$ cat config.mk
export PLATFORM = sky130hd
export DESIGN_NAME = iomem_gpio_flat
export DESIGN_NICKNAME = d
export VERILOG_FILES = /design/src/rtl/iomem_gpio_pkg.sv /design/src/rtl/iomem_gpio_if.sv /design/src/rtl/iomem_gpio_sync_edge.sv /design/src/rtl/iomem_gpio.sv /design/src/flat_wrapper.sv
export SDC_FILE = /design/constraint.sdc
export NUM_CORES = 1
export LEC_CHECK = 0
export ABC_CLOCK_PERIOD_IN_PS = 2100
export BUFFER_PORTS_ARGS = -buffer_cell sky130_fd_sc_hd__buf_4
export CORE_MARGIN = 2
export CORE_UTILIZATION = 52
export DETAILED_ROUTE_END_ITERATION = 10
export HOLD_SLACK_MARGIN = 0.05
export PLACE_DENSITY = 0.8
export SLEW_MARGIN = 20
export SYNTH_ARGS = -nofsm -noshare
export SYNTH_HDL_FRONTEND = slang
export SYNTH_SLANG_ARGS = --single-unit
$ cat constraint.sdc
create_clock -name clk -period 2.1 [get_ports clk]
set_input_delay 0.105 -clock clk [delete_from_list [all_inputs] [get_ports clk]]
set_output_delay 0.105 -clock clk [all_outputs]
set_load 0.02 [all_outputs]
$ cat src/rtl/iomem_gpio_pkg.sv
// Shared register-map definitions for the iomem GPIO peripheral.
package gpio_pkg;

  typedef enum logic [2:0] {
    GPIO_OFF_OUT    = 3'd0,
    GPIO_OFF_OE     = 3'd1,
    GPIO_OFF_IN     = 3'd2,
    GPIO_OFF_RISE   = 3'd3,
    GPIO_OFF_FALL   = 3'd4,
    GPIO_OFF_STATUS = 3'd5,
    GPIO_OFF_RSVD6  = 3'd6,
    GPIO_OFF_RSVD7  = 3'd7
  } gpio_off_e;

  // Offsets at or above this value are reserved through the top of the map.
  localparam logic [2:0] GPIO_RSVD_FIRST = 3'd6;

  function automatic logic [31:0] strb_mask(input logic [3:0] strb);
    return {{8{strb[3]}}, {8{strb[2]}}, {8{strb[1]}}, {8{strb[0]}}};
  endfunction

endpackage

$ cat src/rtl/iomem_gpio_if.sv
// PicoSoC iomem bus bundle; the SoC is master, peripherals are slaves.
interface iomem_if;
  logic        iomem_valid;
  logic        iomem_ready;
  logic [3:0]  iomem_wstrb;
  logic [31:0] iomem_addr;
  logic [31:0] iomem_wdata;
  logic [31:0] iomem_rdata;

  modport master (
    output iomem_valid, iomem_wstrb, iomem_addr, iomem_wdata,
    input  iomem_ready, iomem_rdata
  );

  modport slave (
    input  iomem_valid, iomem_wstrb, iomem_addr, iomem_wdata,
    output iomem_ready, iomem_rdata
  );
endinterface

$ cat src/rtl/iomem_gpio_sync_edge.sv
// Pin synchroniser chain plus one-cycle-delayed copy for enabled edge detection.
module gpio_sync_edge #(
  parameter int NUM_PINS    = 12,
  parameter int SYNC_STAGES = 2
) (
  input  logic                clk,
  input  logic                resetn,
  input  logic [NUM_PINS-1:0] pin_in,
  input  logic [NUM_PINS-1:0] rise_en,
  input  logic [NUM_PINS-1:0] fall_en,
  output logic [NUM_PINS-1:0] sync_q,
  output logic [NUM_PINS-1:0] rise,
  output logic [NUM_PINS-1:0] fall
);

  // chain[0] samples the raw pins; chain[SYNC_STAGES-1] is the safe copy.
  logic [SYNC_STAGES-1:0][NUM_PINS-1:0] chain;
  logic [NUM_PINS-1:0]                  sync_d;

  always_ff @(posedge clk or negedge resetn) begin
    if (!resetn) begin
      chain  <= '0;
      sync_d <= '0;
    end else begin
      chain  <= {chain[SYNC_STAGES-2:0], pin_in};
      sync_d <= chain[SYNC_STAGES-1];
    end
  end

  assign sync_q = chain[SYNC_STAGES-1];
  assign rise   =  sync_q & ~sync_d & rise_en;
  assign fall   = ~sync_q &  sync_d & fall_en;

endmodule

$ cat src/rtl/iomem_gpio.sv
// GPIO peripheral on the PicoSoC iomem bus: output/OE registers, synchronised
// input readback and W1C edge interrupts driving a single level irq.
module iomem_gpio
  import gpio_pkg::*;
#(
  parameter int          NUM_PINS    = 12,
  parameter logic [7:0]  BASE_ADDR   = 8'h03,
  parameter int          SYNC_STAGES = 2
) (
  input  logic                clk,
  input  logic                resetn,
  iomem_if.slave              bus,
  input  logic [NUM_PINS-1:0] gpio_in,
  output logic [NUM_PINS-1:0] gpio_out,
  output logic [NUM_PINS-1:0] gpio_oe,
  output logic                irq
);

  logic [NUM_PINS-1:0] out_q, oe_q, rise_en_q, fall_en_q, status_q;
  logic [NUM_PINS-1:0] status_next, clr;
  logic [NUM_PINS-1:0] sync_q, rise, fall;
  logic [NUM_PINS-1:0] wmask, wval;
  logic [31:0]         rd_val;
  logic                sel, wr, is_rsvd;
  gpio_off_e           off;
  logic                unused_bits;

  gpio_sync_edge #(
    .NUM_PINS    (NUM_PINS),
    .SYNC_STAGES (SYNC_STAGES)
  ) u_sync_edge (
    .clk     (clk),
    .resetn  (resetn),
    .pin_in  (gpio_in),
    .rise_en (rise_en_q),
    .fall_en (fall_en_q),
    .sync_q  (sync_q),
    .rise    (rise),
    .fall    (fall)
  );

  // Gating on !ready splits a held request into exactly one acknowledged beat.
  assign sel     = bus.iomem_valid && !bus.iomem_ready &&
                   (bus.iomem_addr[31:24] == BASE_ADDR);
  assign off     = gpio_off_e'(bus.iomem_addr[4:2]);
  assign is_rsvd = (bus.iomem_addr[4:2] >= GPIO_RSVD_FIRST);
  assign wr      = sel && (|bus.iomem_wstrb) && !is_rsvd;
  assign wmask   = NUM_PINS'(strb_mask(bus.iomem_wstrb));
  assign wval    = bus.iomem_wdata[NUM_PINS-1:0];

  assign unused_bits = ^{bus.iomem_addr, bus.iomem_wdata};

  always_comb begin
    rd_val = '0;
    if (!is_rsvd) begin
      case (off)
        GPIO_OFF_OUT:    rd_val = 32'(out_q);
        GPIO_OFF_OE:     rd_val = 32'(oe_q);
        GPIO_OFF_IN:     rd_val = 32'(sync_q);
        GPIO_OFF_RISE:   rd_val = 32'(rise_en_q);
        GPIO_OFF_FALL:   rd_val = 32'(fall_en_q);
        GPIO_OFF_STATUS: rd_val = 32'(status_q);
        default:         rd_val = '0;
      endcase
    end
  end

  // New edges are OR-ed in after the clear so a coincident set wins.
  always_comb begin
    clr = '0;
    if (wr && off == GPIO_OFF_STATUS)
      clr = wval & wmask;
    status_next = (status_q & ~clr) | rise | fall;
  end

  always_ff @(posedge clk or negedge resetn) begin
    if (!resetn) begin
      bus.iomem_ready <= 1'b0;
      bus.iomem_rdata <= '0;
      out_q           <= '0;
      oe_q            <= '0;
      rise_en_q       <= '0;
      fall_en_q       <= '0;
      status_q        <= '0;
      irq             <= 1'b0;
    end else begin
      bus.iomem_ready <= sel;
      if (sel)
        bus.iomem_rdata <= rd_val;
      if (wr) begin
        case (off)
          GPIO_OFF_OUT:  out_q     <= (out_q     & ~wmask) | (wval & wmask);
          GPIO_OFF_OE:   oe_q      <= (oe_q      & ~wmask) | (wval & wmask);
          GPIO_OFF_RISE: rise_en_q <= (rise_en_q & ~wmask) | (wval & wmask);
          GPIO_OFF_FALL: fall_en_q <= (fall_en_q & ~wmask) | (wval & wmask);
          default: ;
        endcase
      end
      status_q <= status_next;
      irq      <= |status_next;
    end
  end

  assign gpio_out = out_q;
  assign gpio_oe  = oe_q;

endmodule

$ cat src/flat_wrapper.sv
// flat-port wrapper written by rule: the top's interface ports become plain ports
module iomem_gpio_flat import gpio_pkg::*;
#(
  parameter int          NUM_PINS    = 12,
  parameter logic [7:0]  BASE_ADDR   = 8'h03,
  parameter int          SYNC_STAGES = 2
)
  (clk, resetn, gpio_in, gpio_out, gpio_oe, irq, bus_iomem_valid, bus_iomem_wstrb, bus_iomem_addr, bus_iomem_wdata, bus_iomem_ready, bus_iomem_rdata);
  iomem_if bus_i ();
  input  logic clk;
  input  logic resetn;
  input  logic [NUM_PINS-1:0] gpio_in;
  output logic [NUM_PINS-1:0] gpio_out;
  output logic [NUM_PINS-1:0] gpio_oe;
  output logic irq;
  input wire logic [$bits(bus_i.iomem_valid)-1:0] bus_iomem_valid;
  input wire logic [$bits(bus_i.iomem_wstrb)-1:0] bus_iomem_wstrb;
  input wire logic [$bits(bus_i.iomem_addr)-1:0] bus_iomem_addr;
  input wire logic [$bits(bus_i.iomem_wdata)-1:0] bus_iomem_wdata;
  output wire logic [$bits(bus_i.iomem_ready)-1:0] bus_iomem_ready;
  output wire logic [$bits(bus_i.iomem_rdata)-1:0] bus_iomem_rdata;
  assign bus_i.iomem_valid = bus_iomem_valid;
  assign bus_i.iomem_wstrb = bus_iomem_wstrb;
  assign bus_i.iomem_addr = bus_iomem_addr;
  assign bus_i.iomem_wdata = bus_iomem_wdata;
  assign bus_iomem_ready = bus_i.iomem_ready;
  assign bus_iomem_rdata = bus_i.iomem_rdata;
  iomem_gpio #(.NUM_PINS(NUM_PINS), .BASE_ADDR(BASE_ADDR), .SYNC_STAGES(SYNC_STAGES)) u_core (.clk(clk), .resetn(resetn), .bus(bus_i), .gpio_in(gpio_in), .gpio_out(gpio_out), .gpio_oe(gpio_oe), .irq(irq));
endmodule
==> metrics.cfg, run 1 <==
[cts]
clock_latency_ps = 370
cts_root_buf = clkbuf_8
cts_tree = yes
cts.sinks = 110
clk_path_buf_depth = 2
cts_buffers = 9
htreeDepth = 3
path_clk_slew_ps = 90

[routing]
wl_um = 11700
drt-initial-drc-count = 240
drc_errors = 0
antenna_left = 0
vias = 3629
wl_per_cell_um = 18.8
routed_via_density = 5.84
drtPass1Iterations = 5

[worst_setup_path]
r2r_end = u_core.irq
r2r-start = u_core.bus.iomem_ready
rr_worst_depth = 6
critPathCaptureType = flip-flop
crit_path_frequent_cell = buf_4
max_stage_delay_ps = 640
cp_max_fo = 9
crit_chain = buf_4 > or4_4 > buf_4 > o41ai_2 > o211ai_1 > nor4_2 > buf_4 > nand4b_1
critPathKind = primary input to flip-flop
required_ps = 2310
arrival_ps = 2250
cp_slowest_cell = or4_4
rrSetupSlack_ps = 100
cp-start-kind = primary input

[sta]
slew_violations = 0
hold_viol_final = 0
max_freq_mhz = 492
whs_ps = 222
slew_headroom_pct = 58.1
setup_viol = 0
tightest_slew_ps = 629
rsz0062_at_grt = yes
tns_ps = 0
layout_min_cycle_time_ps = 2030
fin_crit_sh_pct = 96.7
finClkSkew_ps = 7.82

[logic_synthesis]
yosys_warnings = 0
synth_flop_cell = dfrtp_1
netlist_area_sq_um = 4920
yosys-top-cells-area = dfrtp_1 (56%), mux2_2 (11%), nand3b_1 (4.3%), buf_4 (3.1%), mux2_4 (2.4%)
synth-edff-count = 0
yosysTopAreaCellShare_pct = 55.9
seq_area_frac_synth_pct = 55.9
ys_seq_elements = 110
async_reset_ff_share_pct = 100
yosysMostFrequentCell = dfrtp_1
synth_cell_types = 39
postSynthCellCount = 384
avgSynthCellArea_sq_um = 12.8
synth_top_area_cell = dfrtp_1
synth_commonest_cells = dfrtp_1 (110), mux2_2 (50), nand2_1 (28), nand3b_1 (28), buf_4 (20)

[global_routing]
grt-ovfl-total = 0
track_usage_pct = 23.7
grt_max_degree = 44
antenna_found_initial = 0
grt_pass1_wl_um = 18500
grt_pass1_vias = 3520

[pwr]
switchingPower_uw = 932
combPwrFrac_pct = 9.6
ir_drop_v = 0.000413
p_int_mw = 2.95
cellPowerDensity_nw_per_um2 = 622
clockPowerShare_pct = 33.9
power.share.sequential_pct = 56.6
p_sw_share_pct = 24.0
p_leak_nw = 2.88

[layout]
diodes = 0
fillCellCount = 635
fin_nets = 588
multiInputGateArea_sq_um = 2020
regArea_sq_um = 2750
final_core_util_pct = 67.7
drive_above_1_share_pct = 38.8
area_growth_pct = 26.5

[die]
dieHeight_um = 101
core.rowCount = 35
io_pins = 141
core_sq_um = 9200
start_util_pct = 53.5
die-area_sq_um = 10300
die_w_um = 101

[placed_design]
place.gp.congestion = 0.876
hpwl_um = 8000
numPortBuffers = 77

[min_path]
hold_depth = 4
hp-class = primary input to flip-flop
hold_start = bus_iomem_valid
min_to = u_core.status_q[2]

[run_status]
status = finished clean

[job]
drv_cap = 0

==> routing by layer <==
metal / vias to the layer above / GRT usage (%) / wire length (um)
met1: 1811 / 33.5 / 4980
met3: 31 / 4.49 / 851
li1: 1618 / - / -
met5: - / 0 / 0
met2: 169 / 36.4 / 5540
met4: 0 / 9.77 / 289
==> power groups by stage <==
stage	clock, mW	sequential (mW)	combinational, mW
after floorplan	0	2.23	0.183
after global placement	0	2.23	0.322
after detailed placement	0	2.23	0.328
after CTS	1.34	2.19	0.366
after global routing	1.43	2.20	0.403
final	1.31	2.19	0.370
==> cell usage in the layout, fill, tap and decap left out, types with 2 or more instances in the layout <==
cell type / netlist / routed
dfrtp_1: 110 / 110
buf_4: 20 / 101
mux2_2: 50 / 50
nand2_1: 28 / 28
nand3b_1: 28 / 28
dlygate4sd3_1: 0 / 25
conb_1: 1 / 20
o21ai_0: 16 / 16
clkbuf_8: 0 / 11
o211ai_1: 10 / 10
nor2_1: 10 / 10
a22oi_1: 10 / 10
mux2_4: 8 / 8
mux2i_1: 8 / 8
a21oi_1: 8 / 8
o22a_1: 7 / 7
o41ai_1: 10 / 6
o41ai_2: 0 / 4
buf_12: 0 / 4
nand4b_1: 3 / 3
nand2b_1: 3 / 3
nor4_2: 1 / 3
or3_1: 3 / 3
nor3_2: 3 / 3
mux4_2: 3 / 3
a311oi_1: 3 / 3
a211oi_1: 3 / 3
a21o_1: 2 / 2
inv_1: 2 / 2
nor2b_1: 2 / 2
nand3_1: 2 / 2
clkinv_4: 0 / 2
==> layout make-up <==
cell class / instances / share of cell area [%]
Multi-Input combinational cell: 251 / 32.4
Timing Repair Buffer: 131 / 17.7
Tap cell: 111 / 2.23
Inverter: 2 / 0.121
Sequential cell: 110 / 44.2
Clock inverter: 4 / 0.884
Clock buffer: 12 / 2.49
==> worst max path at each step <==
stage                                       from    endpoint  slack, ps  cells after the start
final                         bus_iomem_addr[29]  u_core.irq         70                      8
after global routing      u_core.bus.iomem_ready  u_core.irq        -30                      6
after CTS                 u_core.bus.iomem_ready  u_core.irq         30                      7
after detailed placement      bus_iomem_addr[29]  u_core.irq       -140                      6
after global placement        bus_iomem_addr[29]   flip-flop        -90                      8
after floorplan               bus_iomem_addr[29]   flip-flop        220                      6
==> metrics by stage <==
stage | power (mW) | cells | cell area, sq um | setup slack (ps)
final | 3.88 | 621 | 6230 | 68.3
after global routing | 4.03 | 621 | 6230 | -33.5
after CTS | 3.90 | 619 | 6170 | 31.2
after detailed placement | 2.56 | 578 | 5710 | -143
after global placement | 2.55 | 578 | 5710 | -93.3
after floorplan | 2.42 | 403 | 4990 | 222
==> logic make-up (layout without fill, tap and decap cells) <==
kind of cell | after synthesis | in the layout | synth area share, %
flops | 110 | 110 | 55.9
simple gates | 92 | 92 | 11.6
compound gates | 70 | 70 | 10.1
mux | 69 | 69 | 16.9
buf+inv | 42 | 149 | 5.36
other cells | 1 | 20 | 0.0762
==> worst max-delay path: cells and delay by family <==
kind,cells,cell delay [ps]
buf+inv,3,470
simple gates,3,1120
compound gates,2,540
==> what timing repair did <==
item	CTS	global route
pin swaps	1	4
endpoints found under the setup margin	1	1
setup buffers	0	2
hold endpoints to repair	101	0
hold buffers	25	0
resized for setup	0	7
Power figures use the tool's default switching activity.
==> run 2, diff against run 1 <==
- CORE_ASPECT_RATIO: default -> 0.6
==> run 2 against run 1 <==
Against the previous run:
- clock-buffer cell count rose by 1
- global-route usage rose by 2.1 points
- cell count rose by 3.5%
- via count rose by 1.5%
==> metrics.cfg, run 2 (same netlist as run 1, synthesis figures left out) <==
[run_status]
status = finished clean

[pwr]
finalPower_mw = 4.37
combPwrFrac_pct = 8.7
ir_drop_v = 0.000558
p_int_mw = 3.40
p_sw_share_pct = 22.0
p_leak_nw = 2.93
clockPowerShare_pct = 41.0
power.share.sequential_pct = 50.3
cellPowerDensity_nw_per_um2 = 688
switchingPower_uw = 962

[routing]
antenna_left = 0
wl_per_cell_um = 19.1
wl_um = 12300
vias = 3682
drtPass1Iterations = 5
routed_via_density = 5.73
drt-initial-drc-count = 330
drc_errors = 0

[worst_setup_path]
rrSetupSlack_ps = 90
critPathKind = flip-flop to flip-flop
r2r-start = u_core.bus.iomem_ready
arrival_ps = 2210
required_ps = 2310
cp_slowest_cell = dfrtp_1
cp-start-kind = flip-flop
crit_chain = buf_4 > nand3b_1 > o41ai_1 > o211ai_1 > nor4_2 > buf_4 > nand4b_1
r2r_end = u_core.irq
crit_path_frequent_cell = buf_4
critPathCaptureType = flip-flop
cp_max_fo = 6
max_stage_delay_ps = 460
rr_worst_depth = 7

[cts]
cts_tree = yes
cts_root_buf = clkbuf_16
clk_path_buf_depth = 2
clock_latency_ps = 340
cts.sinks = 110
cts_buffers = 9
path_clk_slew_ps = 70
htreeDepth = 3

[sta]
fin_crit_sh_pct = 95.5
whs_ps = 75.3
setup_viol = 0
finClkSkew_ps = 5.11
hold_viol_final = 0
slew_violations = 0
rsz0062_at_grt = no
tightest_slew_ps = 542
slew_headroom_pct = 63.9
fin_ws_ps = 94.1
layout_min_cycle_time_ps = 2010
max_freq_mhz = 499

[layout]
final_cell_mix = dfrtp_1 (110), buf_4 (108), mux2_2 (50)
final_core_util_pct = 69.0
multiInputGateArea_sq_um = 2010
drive_above_1_share_pct = 38.8
layout_commonest_cell = dfrtp_1
fillCellCount = 679
diodes = 0
fin_nets = 591
area_growth_pct = 28.9
regArea_sq_um = 2750

[global_routing]
grt_max_degree = 52
grt_pass1_vias = 3657
grt_pass1_wl_um = 19700
track_usage_pct = 25.8
grt-ovfl-total = 0
antenna_found_initial = 0

[placed_design]
numPortBuffers = 77
place_ws_ps = -213
hpwl_um = 8770
place.gp.congestion = 0.874

[min_path]
hold_depth = 2
hold_start = bus_iomem_wdata[5]
hp-class = primary input to flip-flop

[die]
start_util_pct = 53.6
io_pins = 141
core.rowCount = 27
die-area_sq_um = 10300
die_w_um = 130
dieHeight_um = 79.4
core_sq_um = 9190

[job]
drv_cap = 0

-- run 2: worst max-delay path: cells and delay by family, from the launching register on --
| family | cells | cell delay [ps] |
|---|---|---|
| AND/OR/NAND/NOR | 3 | 490 |
| flip-flops | 1 | 460 |
| buffers and inverters | 2 | 360 |
| AO/OA/AOI/OAI | 2 | 560 |
-- run 2: layout make-up --
| type | instances | area share (%) |
|---|---|---|
| clock inverter | 3 | 1.07 |
| inverter | 2 | 0.118 |
| timing repair buffer | 134 | 17.2 |
| clock buffer | 13 | 3.94 |
| tap | 130 | 2.56 |
| multi-input combinational | 251 | 31.7 |
| sequential | 110 | 43.4 |
-- run 2: stage by stage --
stage / TNS, ps / cell area [sq um] / cells
6_report: 0 / 6340 / 643
3_5_place_dp: -5980 / 5750 / 603
4_1_cts: 0 / 6310 / 643
3_3_place_gp: -4060 / 5750 / 603
5_1_grt: 0 / 6340 / 643
2_1_floorplan: 0 / 4990 / 403
-- run 2: how the worst max path moves through the flow --
stage	start	to	slack (ps)	depth (start not counted)
after floorplan	bus_iomem_addr[29]	flip-flop	220	6
after global placement	bus_iomem_addr[29]	flip-flop	-140	8
after detailed placement	bus_iomem_addr[29]	flip-flop	-210	8
after CTS	u_core.bus.iomem_ready	u_core.irq	20	6
after global routing	u_core.bus.iomem_ready	u_core.irq	1	6
final	u_core.bus.iomem_ready	u_core.irq	90	7
-- run 2: power by group through the flow --
| stage | Sequential (mW) | Clock (mW) | Combinational [mW] |
|---|---|---|---|
| after global placement | 2.23 | 0 | 0.329 |
| after global routing | 2.20 | 1.92 | 0.412 |
| after floorplan | 2.23 | 0 | 0.183 |
| after CTS | 2.19 | 1.82 | 0.373 |
| final | 2.20 | 1.79 | 0.379 |
| after detailed placement | 2.23 | 0 | 0.336 |
-- run 2: repair_timing --
| item | in CTS | in global routing |
|---|---|---|
| endpoints found under the hold margin | 93 | 0 |
| setup endpoints to repair | 0 | 1 |
| hold buffers | 24 | 0 |
| buffers inserted | 0 | 0 |
| gates resized for setup | 0 | 5 |
-- run 2: routing by layer --
| layer | up-vias | GRT usage (%) | routed length (um) |
|---|---|---|---|
| met2 | 209 | 37.3 | 5350 |
| met5 | - | 0 | 0 |
| met1 | 1834 | 38.2 | 5580 |
| met4 | 0 | 5.70 | 119 |
| met3 | 14 | 8.09 | 1250 |
| li1 | 1625 | - | - |
==> run 3, diff against run 2 <==
- ABC_CLOCK_PERIOD_IN_PS: 2100 -> 2070
- clock period: 2.1 -> 2.07 ns (I/O delays scaled with it)
==> run 3 against run 2 <==
Against the previous run:
- power grew 0.11%
- sequential power is essentially flat
- sequential cell count is the same
- cell count grew 0.16%
- hold slack gained 160 ps
- global-route usage is essentially flat
- core utilization grew 0.15 points
- wire length grew 2.1%
- critical path type is now primary input to flip-flop
==> metrics.cfg, run 3 (same netlist as run 1, synthesis figures left out) <==
[worst_setup_path]
critPathKind = primary input to flip-flop
critPathBufInv = 3
max_stage_delay_ps = 650
critPathCaptureType = flip-flop
r2r-start = u_core.bus.iomem_ready
crit_family = simple AND/OR/NAND/NOR gates
cp_slowest_cell = or4_4
cp_max_fo = 11
cp-start-kind = primary input
crit_path_frequent_cell = buf_4
crit_chain = buf_4 > or4_4 > buf_4 > o41ai_2 > o211ai_1 > nor4_2 > buf_4 > nand4b_1
required_ps = 2300
startpoint = bus_iomem_addr[29]
arrival_ps = 2210

[sta]
finClkSkew_ps = 6.85
fin_ws_ps = 86.1
slew_violations = 0
setup_viol = 0
fin_crit_sh_pct = 95.8
tns_ps = 0
whs_ps = 233
layout_min_cycle_time_ps = 1980
rsz0062_at_grt = no
max_freq_mhz = 504
slew_headroom_pct = 64.1
tightest_slew_ps = 538
hold_viol_final = 0

[run_status]
status = finished clean

[placed_design]
hpwl_um = 8890
place.gp.congestion = 0.887
postPlaceCellArea_sq_um = 5760
numPortBuffers = 77
place_ws_ps = -278
placed_cells = 602

[cts]
cts_buffers = 9
cts.sinks = 110
path_clk_slew_ps = 70
htreeDepth = 3
cts_root_buf = clkbuf_16
clock_latency_ps = 350
cts_tree = yes
clk_path_buf_depth = 2

[pwr]
finalPower_mw = 4.37
ir_drop_v = 0.000377
cellPowerDensity_nw_per_um2 = 688
p_leak_nw = 2.93

[routing]
drtPass1Iterations = 5
drt-initial-drc-count = 342
vias = 3666
routed_via_density = 5.69
drc_errors = 0
wl_per_cell_um = 19.5
wl_um = 12600
antenna_left = 0

[global_routing]
grt_pass1_vias = 3682
track_usage_pct = 25.8
grt_pass1_wl_um = 19700
grt_max_degree = 44
antenna_found_initial = 0
grt-ovfl-total = 0

[layout]
final_core_util_pct = 69.2
area_growth_pct = 29.2
drive_above_1_share_pct = 39.5
final_cell_area_sq_um = 6360
fin_cells = 644
diodes = 0
layout_commonest_cell = dfrtp_1
fin_nets = 592
final_cell_mix = dfrtp_1 (109), buf_4 (107), mux2_2 (50)

[die]
dieHeight_um = 79.4
core.rowCount = 27
core_sq_um = 9190
die-area_sq_um = 10300
start_util_pct = 53.6
io_pins = 141
die_w_um = 130

[min_path]
hold_start = bus_iomem_valid
hp-class = primary input to flip-flop

[job]
drv_cap = 0

==> run 3: worst register-to-register path, cell delays in order (launching register included) <==
cell	delay (ps)
dfrtp_2	460
buf_4	170
nand3b_1	170
o41ai_2	240
o211ai_1	200
nor4_2	360
buf_4	170
nand4b_1	80
==> run 3: cell type report <==
cell class / count / area [sq um]
Inverter: 2 / 7.51
Multi-Input combinational cell: 251 / 2010
Fill cell: 681 / 2830
Timing Repair Buffer: 135 / 1110
Sequential cell: 110 / 2750
Clock buffer: 10 / 239
Clock inverter: 6 / 67.6
Tap cell: 130 / 163
==> run 3: power by group <==
group / leakage [nW] / total, mW / internal (mW) / switching [mW]
logic: 1.40 / 0.387 / 0.164 / 0.223
registers: 1.39 / 2.23 / 2.20 / 0.0320
clock network: 0.145 / 1.76 / 0.977 / 0.779
total: 2.93 / 4.37 / 3.34 / 1.03
==> run 3: repair_timing <==
action	CTS	global route
hold buffers	25	0
pin swaps	1	3
gates cloned	0	0
endpoints found under the setup margin	1	1
gates resized for setup	1	5
buffers inserted	1	0
endpoints found under the hold margin	96	0
==> run 3: metal layers <==
metal,up-vias,GRT usage [%],wire length (um)
li1,1630,-,-
met5,-,0,0
met1,1855,38.3,5720
met4,0,7.74,161
met3,17,8.42,1100
met2,164,35.9,5580
==> run 3: path summary, 6_finish.rpt <==
kind                                           endpoint  slack [ps]  cells after the start
max                                          u_core.irq          90                      8
min                                  u_core.status_q[9]         230                      4
max reg2reg                                  u_core.irq         100                      7
min reg2reg                u_core.u_sync_edge.sync_q[4]         350                      0
max in group asynchronous                     async pin        1150                      3
min in group asynchronous  u_core.u_sync_edge.sync_q[6]         290                      2
